**src/rtl/ucode_sequencer.sv**
```systemverilog
// Microcode sequencer: walks the ghost PC through the ucode ROM for trapped multiply opcodes.
// Optional runaway guard (loop count / ghost PC wrap) enabled by defining UCODE_LOOP_GUARD_EN.
module ucode_sequencer #(
    parameter int unsigned UPC_W    = 5,
    parameter logic [15:0] LOOP_MAX = 16'hFFFF
) (
    input  logic             clk,
    input  logic             rst,
    input  logic             trap_valid,
    input  logic [6:0]       trap_opcode,
    input  logic [3:0]       trap_rd,
    input  logic [3:0]       trap_rs,
    input  logic [15:0]      trap_imm,
    output logic             fetch_stall,
    output logic             ucode_active,
    output logic [UPC_W-1:0] ghost_pc,
    input  logic [31:0]      rom_instr,
    output logic             ghost_valid,
    output logic [31:0]      ghost_instr,
    input  logic             ghost_ready,
    input  logic             zflag_valid,
    input  logic             zflag,
    output logic             ucode_done,
    output logic             seq_error
);

    typedef enum logic [1:0] {IDLE, ISSUE, WAITZ} state_t;

    localparam logic [6:0] CLS_ULOOP = 7'b1110001;
    localparam logic [6:0] CLS_UEND  = 7'b1111111;

    state_t           state, state_d;
    logic [UPC_W-1:0] pc_q, pc_d;
    logic [3:0]       rd_q, rs_q;
    logic [15:0]      imm_q;
    logic             entry_hit;
    logic [UPC_W-1:0] entry_pc;
    logic             is_loop, is_end, is_fwd;
    logic             latch_ops;
    logic             abort;
`ifdef UCODE_LOOP_GUARD_EN
    logic [15:0]      cnt_q, cnt_d;
    logic             err_q, err_set;
`endif

    assign is_loop = (rom_instr[31:25] == CLS_ULOOP);
    assign is_end  = (rom_instr[31:25] == CLS_UEND);
    assign is_fwd  = !is_loop && !is_end;

    always_comb begin
        entry_hit = 1'b1;
        entry_pc  = '0;
        case (trap_opcode)
            7'b0010000: entry_pc = UPC_W'(0);
            7'b0011000: entry_pc = UPC_W'(8);
            7'b0110000: entry_pc = UPC_W'(16);
            7'b0111000: entry_pc = UPC_W'(24);
            default:    entry_hit = 1'b0;
        endcase
    end

    always_ff @(posedge clk) begin
        if (rst) begin
            state <= IDLE;
            pc_q  <= '0;
            rd_q  <= '0;
            rs_q  <= '0;
            imm_q <= '0;
`ifdef UCODE_LOOP_GUARD_EN
            cnt_q <= '0;
            err_q <= 1'b0;
`endif
        end else begin
            state <= state_d;
            pc_q  <= pc_d;
            if (latch_ops) begin
                rd_q  <= trap_rd;
                rs_q  <= trap_rs;
                imm_q <= trap_imm;
            end
`ifdef UCODE_LOOP_GUARD_EN
            cnt_q <= cnt_d;
            if (err_set) err_q <= 1'b1;
`endif
        end
    end

    always_comb begin
        state_d   = state;
        pc_d      = pc_q;
        latch_ops = 1'b0;
        abort     = 1'b0;
`ifdef UCODE_LOOP_GUARD_EN
        cnt_d     = cnt_q;
        err_set   = 1'b0;
`endif
        case (state)
            IDLE: begin
                if (trap_valid && entry_hit) begin
                    state_d   = ISSUE;
                    pc_d      = entry_pc;
                    latch_ops = 1'b1;
`ifdef UCODE_LOOP_GUARD_EN
                    cnt_d     = '0;
`endif
                end
            end
            ISSUE: begin
                if (is_end) begin
                    state_d = IDLE;
                end else if (is_loop) begin
                    state_d = WAITZ;
                end else if (ghost_ready) begin
                    pc_d = pc_q + UPC_W'(1);
`ifdef UCODE_LOOP_GUARD_EN
                    if (pc_q == '1) begin
                        err_set = 1'b1;
                        abort   = 1'b1;
                        state_d = IDLE;
                    end
`endif
                end
            end
            WAITZ: begin
                if (zflag_valid) begin
                    state_d = ISSUE;
                    if (zflag) begin
                        pc_d = pc_q + UPC_W'(1);
                    end else begin
`ifdef UCODE_LOOP_GUARD_EN
                        // A taken branch at the limit ends the routine instead of looping.
                        if (cnt_q == LOOP_MAX) begin
                            err_set = 1'b1;
                            abort   = 1'b1;
                            state_d = IDLE;
                        end else begin
                            pc_d  = rom_instr[UPC_W-1:0];
                            cnt_d = cnt_q + 16'd1;
                        end
`else
                        pc_d = rom_instr[UPC_W-1:0];
`endif
                    end
                end
            end
            default: state_d = IDLE;
        endcase
    end

    always_comb begin
        ucode_active = (state != IDLE);
        fetch_stall  = (state != IDLE) || (trap_valid && entry_hit);
        ghost_pc     = pc_q;
        ghost_valid  = (state == ISSUE) && is_fwd;
        ucode_done   = ((state == ISSUE) && is_end) || abort;
        ghost_instr  = rom_instr;
        if (rom_instr[24:21] == 4'hF)     ghost_instr[24:21] = rd_q;
        if (rom_instr[20:17] == 4'hE)     ghost_instr[20:17] = rs_q;
        if (rom_instr[15:0]  == 16'hFFFF) ghost_instr[15:0]  = imm_q;
`ifdef UCODE_LOOP_GUARD_EN
        seq_error    = err_q;
`else
        seq_error    = 1'b0;
`endif
    end

endmodule

```
**config.mk**
```make
export PLATFORM = sky130hd
export DESIGN_NAME = ucode_sequencer
export DESIGN_NICKNAME = d
export VERILOG_FILES = /design/src/rtl/ucode_sequencer.sv
export SDC_FILE = /design/constraint.sdc
export NUM_CORES = 1
export LEC_CHECK = 0
export ABC_CLOCK_PERIOD_IN_PS = 1600
export CORE_MARGIN = 1.5
export CORE_UTILIZATION = 34
export DETAILED_ROUTE_END_ITERATION = 8
export PLACE_DENSITY = 0.77
export SLEW_MARGIN = 30
export SYNTH_ARGS = -nofsm -noshare
export SYNTH_HDL_FRONTEND = slang
export SYNTH_SLANG_ARGS = --single-unit
```
**constraint.sdc**
```tcl
create_clock -name clk -period 1.6 [get_ports clk]
set_input_delay 0.24 -clock clk [delete_from_list [all_inputs] [get_ports clk]]
set_output_delay 0.24 -clock clk [all_outputs]
set_load 0.005 [all_outputs]
```
Yosys cells after proc, flatten, opt, wreduce, memory -nomap -nowiden
Index checks and enable logic that the tools add are counted.
W data, S select, Z words.
- add/subtract/negate cells: 1
- equality and inequality tests: 17
- multiplexer cells: 19
- reduce and logical (&&, ||, !) cells: 13
- operators by type and width (cell ; count):
    $mux W5 ; 6
    $pmux W5 S3 ; 2
    $eq A16 B16 Y1 const B ; 1
    $mux W16 ; 1
    $eq A7 B5 Y1 const B ; 2
    $eq A7 B6 Y1 const B ; 2
    $eq A7 B7 Y1 const B ; 2
    $ne A2 B2 Y1 const B ; 5
    $eq A4 B4 Y1 const B ; 2
    $mux W2 ; 4
    $mux W4 ; 2
    $pmux W2 S3 ; 1
    $reduce_and A6 Y1 ; 1
    $add A5 B1 Y5 const B ; 1
    $logic_and A1 B1 Y1 ; 4
    $reduce_or A4 Y1 ; 1
    $mux W1 ; 3
    $ne A3 B3 Y1 const B ; 1
    $reduce_and A3 Y1 ; 1
    $reduce_bool A3 Y1 ; 1
    $eq A2 B1 Y1 const B ; 1
    $eq A2 B2 Y1 const B ; 1
    $logic_not A1 Y1 ; 2
    $logic_not A2 Y1 ; 1
    other kinds (2) ; 2
- register bits after elaboration: 31
- output and inout bits: 42
- logic and storage cells: 55

Longest topological paths before layout
Gate-level depths: netlist of the first run.
- depth in word-level cells: 6
- mapped depth: 8
- gate-level depth less buffers: 7

Least setup slack after synthesis of the first run
Ideal clock, no wire load.
- path kind: register to register
- start: reg state[1]
- end: reg pc_q[3] (netlist: ghost_pc[3])
- library setup time: 0.091 ns
- data arrival time: 1.633 ns
- setup slack: -0.124 ns
- stages on the path, launching flop included: 8
- period minus slack after synthesis: 1.724 ns
- path through: dfxtp_1 inv_1 ha_1 clkbuf_1 nor2b_1 a311oi_2 a21oi_1 a311oi_1
- longest elaborated chain between the ends: 3
- ends and longest elaborated chain (item ; RTL line ; source):
    from (decl) ; 32 ; state_t state, state_d;
    from (signal assigned) ; 74 ; state <= state_d;
    $eq A2 B1 Y1 (tied with other cells) ; 97 ; case (state)
    $ne A2 B2 Y1 (no line) or $reduce_bool A3 Y1 (tied branches) ; - ;
    $reduce_and A6 Y1 (no line) ; - ;
    to (signal assigned) ; 75 ; pc_q <= pc_d;
    to (decl) ; 33 ; logic [UPC_W-1:0] pc_q, pc_d;
Parallel ways exist; a longest one is shown, timed or not.
A chain may end at the register's enable or synchronous reset.

Worst setup path in the final report of the first run
- start: in rom_instr[6]
- end: out ghost_instr[10]
- longest elaborated chain between the ends: 2
- ends and longest elaborated chain (item ; RTL line ; source):
    from (decl) ; 17 ; input logic [31:0] rom_instr,
    $eq A16 B16 Y1 ; 159 ; if (rom_instr[15:0] == 16'hFFFF) ghost_instr[15:0] = imm_q;
    $mux W16 ; 159 ;
    to (decl) ; 19 ; output logic [31:0] ghost_instr,
No other way between the ends.

==> results.tsv, run 1 <==
metric	value	unit
hpwl	4483	microns
first_global_vias	2209	
worstHoldPathCells	2	
synth_edf_count	0	
drt_iter0_markers	70	
clock_sinks	31	
cts_tree	done	
crit_family	simple AND/OR/NAND/NOR gates	
synthesis.nets	311	
wl_met2	3302	microns
fin_ws	-0.3805	ns
portBuffers	107	
cpPeakStageDelay	0.58	ns
hold_viol_final	0	
die_w	77.15	microns
antennaDiodeCount	0	
worst-path-buf-inv	4	
placed_cell_area	3228	sq um
final_cell_area	3686	sq um
synth-async-reset-ratio	0	
max_cap_violations	0	
synth.most_common_cell	nand2_1	
reg2reg_from	state[1]	
numCtsBuffers	5	
vias	2283	
powerDensity	648.0	nW/um^2
initial_core_util	0.3591	
via_per_inst	5.018	
cts_root_buf	clkbuf_8	
synth_top_area_cell	dfxtp_1	
yosysWarnings	0	
hold_path.class	reg -> reg	
rows	26	
core	5205	sq um
first_pass_iters	4	
cp.arrival	1.74	ns
rsz0062_at_grt	yes	
synth_top_area_frac	0.3320	
fp.dieArea	5951	sq um
holdCritStartpoint	imm_q[14]	
antenna_found_initial	0	
path_clk_slew	0.06	ns
hold-path-endpoint	imm_q[14]	
synthesis.area	1869	sq um
wl	6550	microns
n_fill_cell	433	
ys_types	47	
leakage	1.595	nW
clock_latency	0.29	ns
peakVddDrop	0.5651	mV
final_nets	459	
ys_ff_latch	31	
syn_area_per_cell	7.921	sq um
cp.required	1.36	ns
wl_per_cell	14.40	microns
synthFlopType	dfxtp_1	
finalSetupViolCount	16	
fin_cells	455	
synthCells	236	
grt_max_degree	25	
outcome	complete, but fails checks	
violations	setup timing	
slew_viol_final	0	
grt_pass1_wl	9929	microns
rr_worst_depth	7	
place.gp.congestion	0.8208	
drc	0	
layout_min_cycle_time	1.981	ns
rr_endpoint	ghost_pc[4]	
final_antenna_net_count	0	
holdBufCountCts	0	
io_pins	111	
slowest_stage	or4_4	
setup.worst_path.start_class	primary input	
cts_buffer_depth	2	
fin_crit_sh	1.238	
routed.top_layer	met4	
crit_fanout	4	
worst_setup_path_end_kind	output pin	
yosys-top-cells-count	nand2_1, a21oi_1, dfxtp_1, mux2_1, buf_4	
drive_gt1_frac	0.3662	
grt_overflow	0	
die_h	77.15	microns
finClkSkew	0.005674	ns
worst_path_most_repeated_cell	buf_12	
cts-htree-levels	2	
fmax	504.9	MHz
cp_cell_sequence	buf_2 -> nand4_1 -> or4_4 -> buf_12 -> buf_12 -> mux2_4 -> buf_6	
grt_usage	0.2089	
timing.reg2reg.setup_slack	0.08	ns
path_class	in -> out	
post-place-cells	429	
yosys-top-cells-area	dfxtp_1, nand2_1, a21oi_1	
m1WireLength	2740	microns
area_delta_synth_final	97.19	%
wl_met3	394	microns
yosysSeqAreaShare	0.3320	
==> logic make-up after synthesis <==
group,Yosys count,share of synthesized area
AOI/OAI and AO/OA,64,0.2276
DFF,31,0.3320
muxes,13,0.07831
buffers and inverters,30,0.08701
other,1,0.002006
adders and majority gates,6,0.04016
and+or+nand+nor,88,0.2189
xor gates and xnor gates,3,0.01406
==> layer usage <==
metal,global-route usage,vias to the layer above
li1,-,1125
met1,0.2404,1053
met2,0.3772,94
met3,0.04881,11
met4,0.06727,0
met5,0,-
==> sequential cells by signal, summed over array words and instances, names as in the netlist <==
signal,count
imm_q,16
ghost_pc,5
rd_q,4
rs_q,4
state,2
==> through the flow <==
stage / setup WS, ns / TNS (ns) / hold slack (ns) / utilization / total power, mW
after floorplan: -0.05718 / -0.6558 / 0.3760 / - / 1.163
after global placement: -1.010 / -29.83 / 0.4436 / 0.6202 / 1.622
after detailed placement: -1.087 / -31.50 / 0.4486 / 0.6202 / 1.632
after CTS: -0.3346 / -4.049 / 0.4606 / 0.6738 / 2.342
after global routing: -0.4208 / -5.517 / 0.4721 / 0.7082 / 2.505
final: -0.3805 / -4.799 / 0.4576 / 0.7082 / 2.389
==> placed cells by master (no fill, tap or decap), drive strengths merged, types with 2 or more instances in the layout <==
| master | count |
|---|---|
| clkdlybuf4s50 | 47 |
| nand2b | 3 |
| nand3 | 2 |
| nand4 | 6 |
| buf | 87 |
| a211oi | 2 |
| mux2 | 13 |
| o21a | 6 |
| o31a | 4 |
| o211ai | 2 |
| clkbuf | 10 |
| nor2b | 3 |
| dlygate4sd2 | 18 |
| ha | 6 |
| inv | 9 |
| nor3 | 4 |
| xor2 | 2 |
| dfxtp | 31 |
| and3 | 2 |
| nor2 | 5 |
| nand2 | 56 |
| dlymetal6s2s | 2 |
| nor3b | 2 |
| a311oi | 3 |
| clkdlybuf4s15 | 5 |
| a21oi | 32 |
| o21ai | 8 |
==> how the worst max path moves through the flow <==
stage / from / endpoint / depth (start not counted)
after floorplan: rom_instr[6] / ghost_instr[10] / 5
after global placement: rom_instr[4] / ghost_instr[15] / 6
after CTS: rom_instr[7] / ghost_instr[10] / 7
after global routing: rom_instr[15] / ghost_instr[10] / 7
final: rom_instr[6] / ghost_instr[10] / 7
after detailed placement: rom_instr[4] / ghost_instr[5] / 6
==> worst reg2reg max path, stage by stage (launching register included) <==
cell      delay [ns]
dfxtp_2         0.35
buf_4           0.13
ha_1            0.18
buf_4           0.15
o211ai_1        0.10
a21oi_1         0.17
a211oi_2        0.06
a311oi_1        0.28
==> where the power goes <==
| part | switching (mW) | internal [mW] |
|---|---|---|
| Combinational | 0.347 | 0.518 |
| Clock | 0.290 | 0.392 |
| Sequential | 0.0371 | 0.805 |
| Total | 0.674 | 1.71 |
==> cell type report <==
class / count / area, sq um / area share
well taps: 70 / 87.58 / 0.02376
inverters: 9 / 36.28 / 0.009844
repair buffers: 161 / 1570 / 0.4260
clock buffers: 8 / 100.1 / 0.02716
multi-input cells: 176 / 1266 / 0.3435
flip-flops and latches: 31 / 625.6 / 0.1697
==> what timing repair did <==
item,CTS,global route
pin swaps,15,17
cloned,1,4
resized for setup,217,24
endpoints found under the hold margin,0,0
buffers inserted,12,3
setup endpoints to repair,59,49
Power figures use the tool's default switching activity.
==> inputs of run 2 (changes only) <==
--- a/config.mk
+++ b/config.mk
@@ -6,6 +6,7 @@
 export NUM_CORES = 1
 export LEC_CHECK = 0
 export ABC_CLOCK_PERIOD_IN_PS = 1600
+export CAP_MARGIN = 15
 export CORE_MARGIN = 1.5
 export CORE_UTILIZATION = 34
 export DETAILED_ROUTE_END_ITERATION = 8
==> results of run 2 <==
Final layout, timing and power as in run 1 (identical DEF).
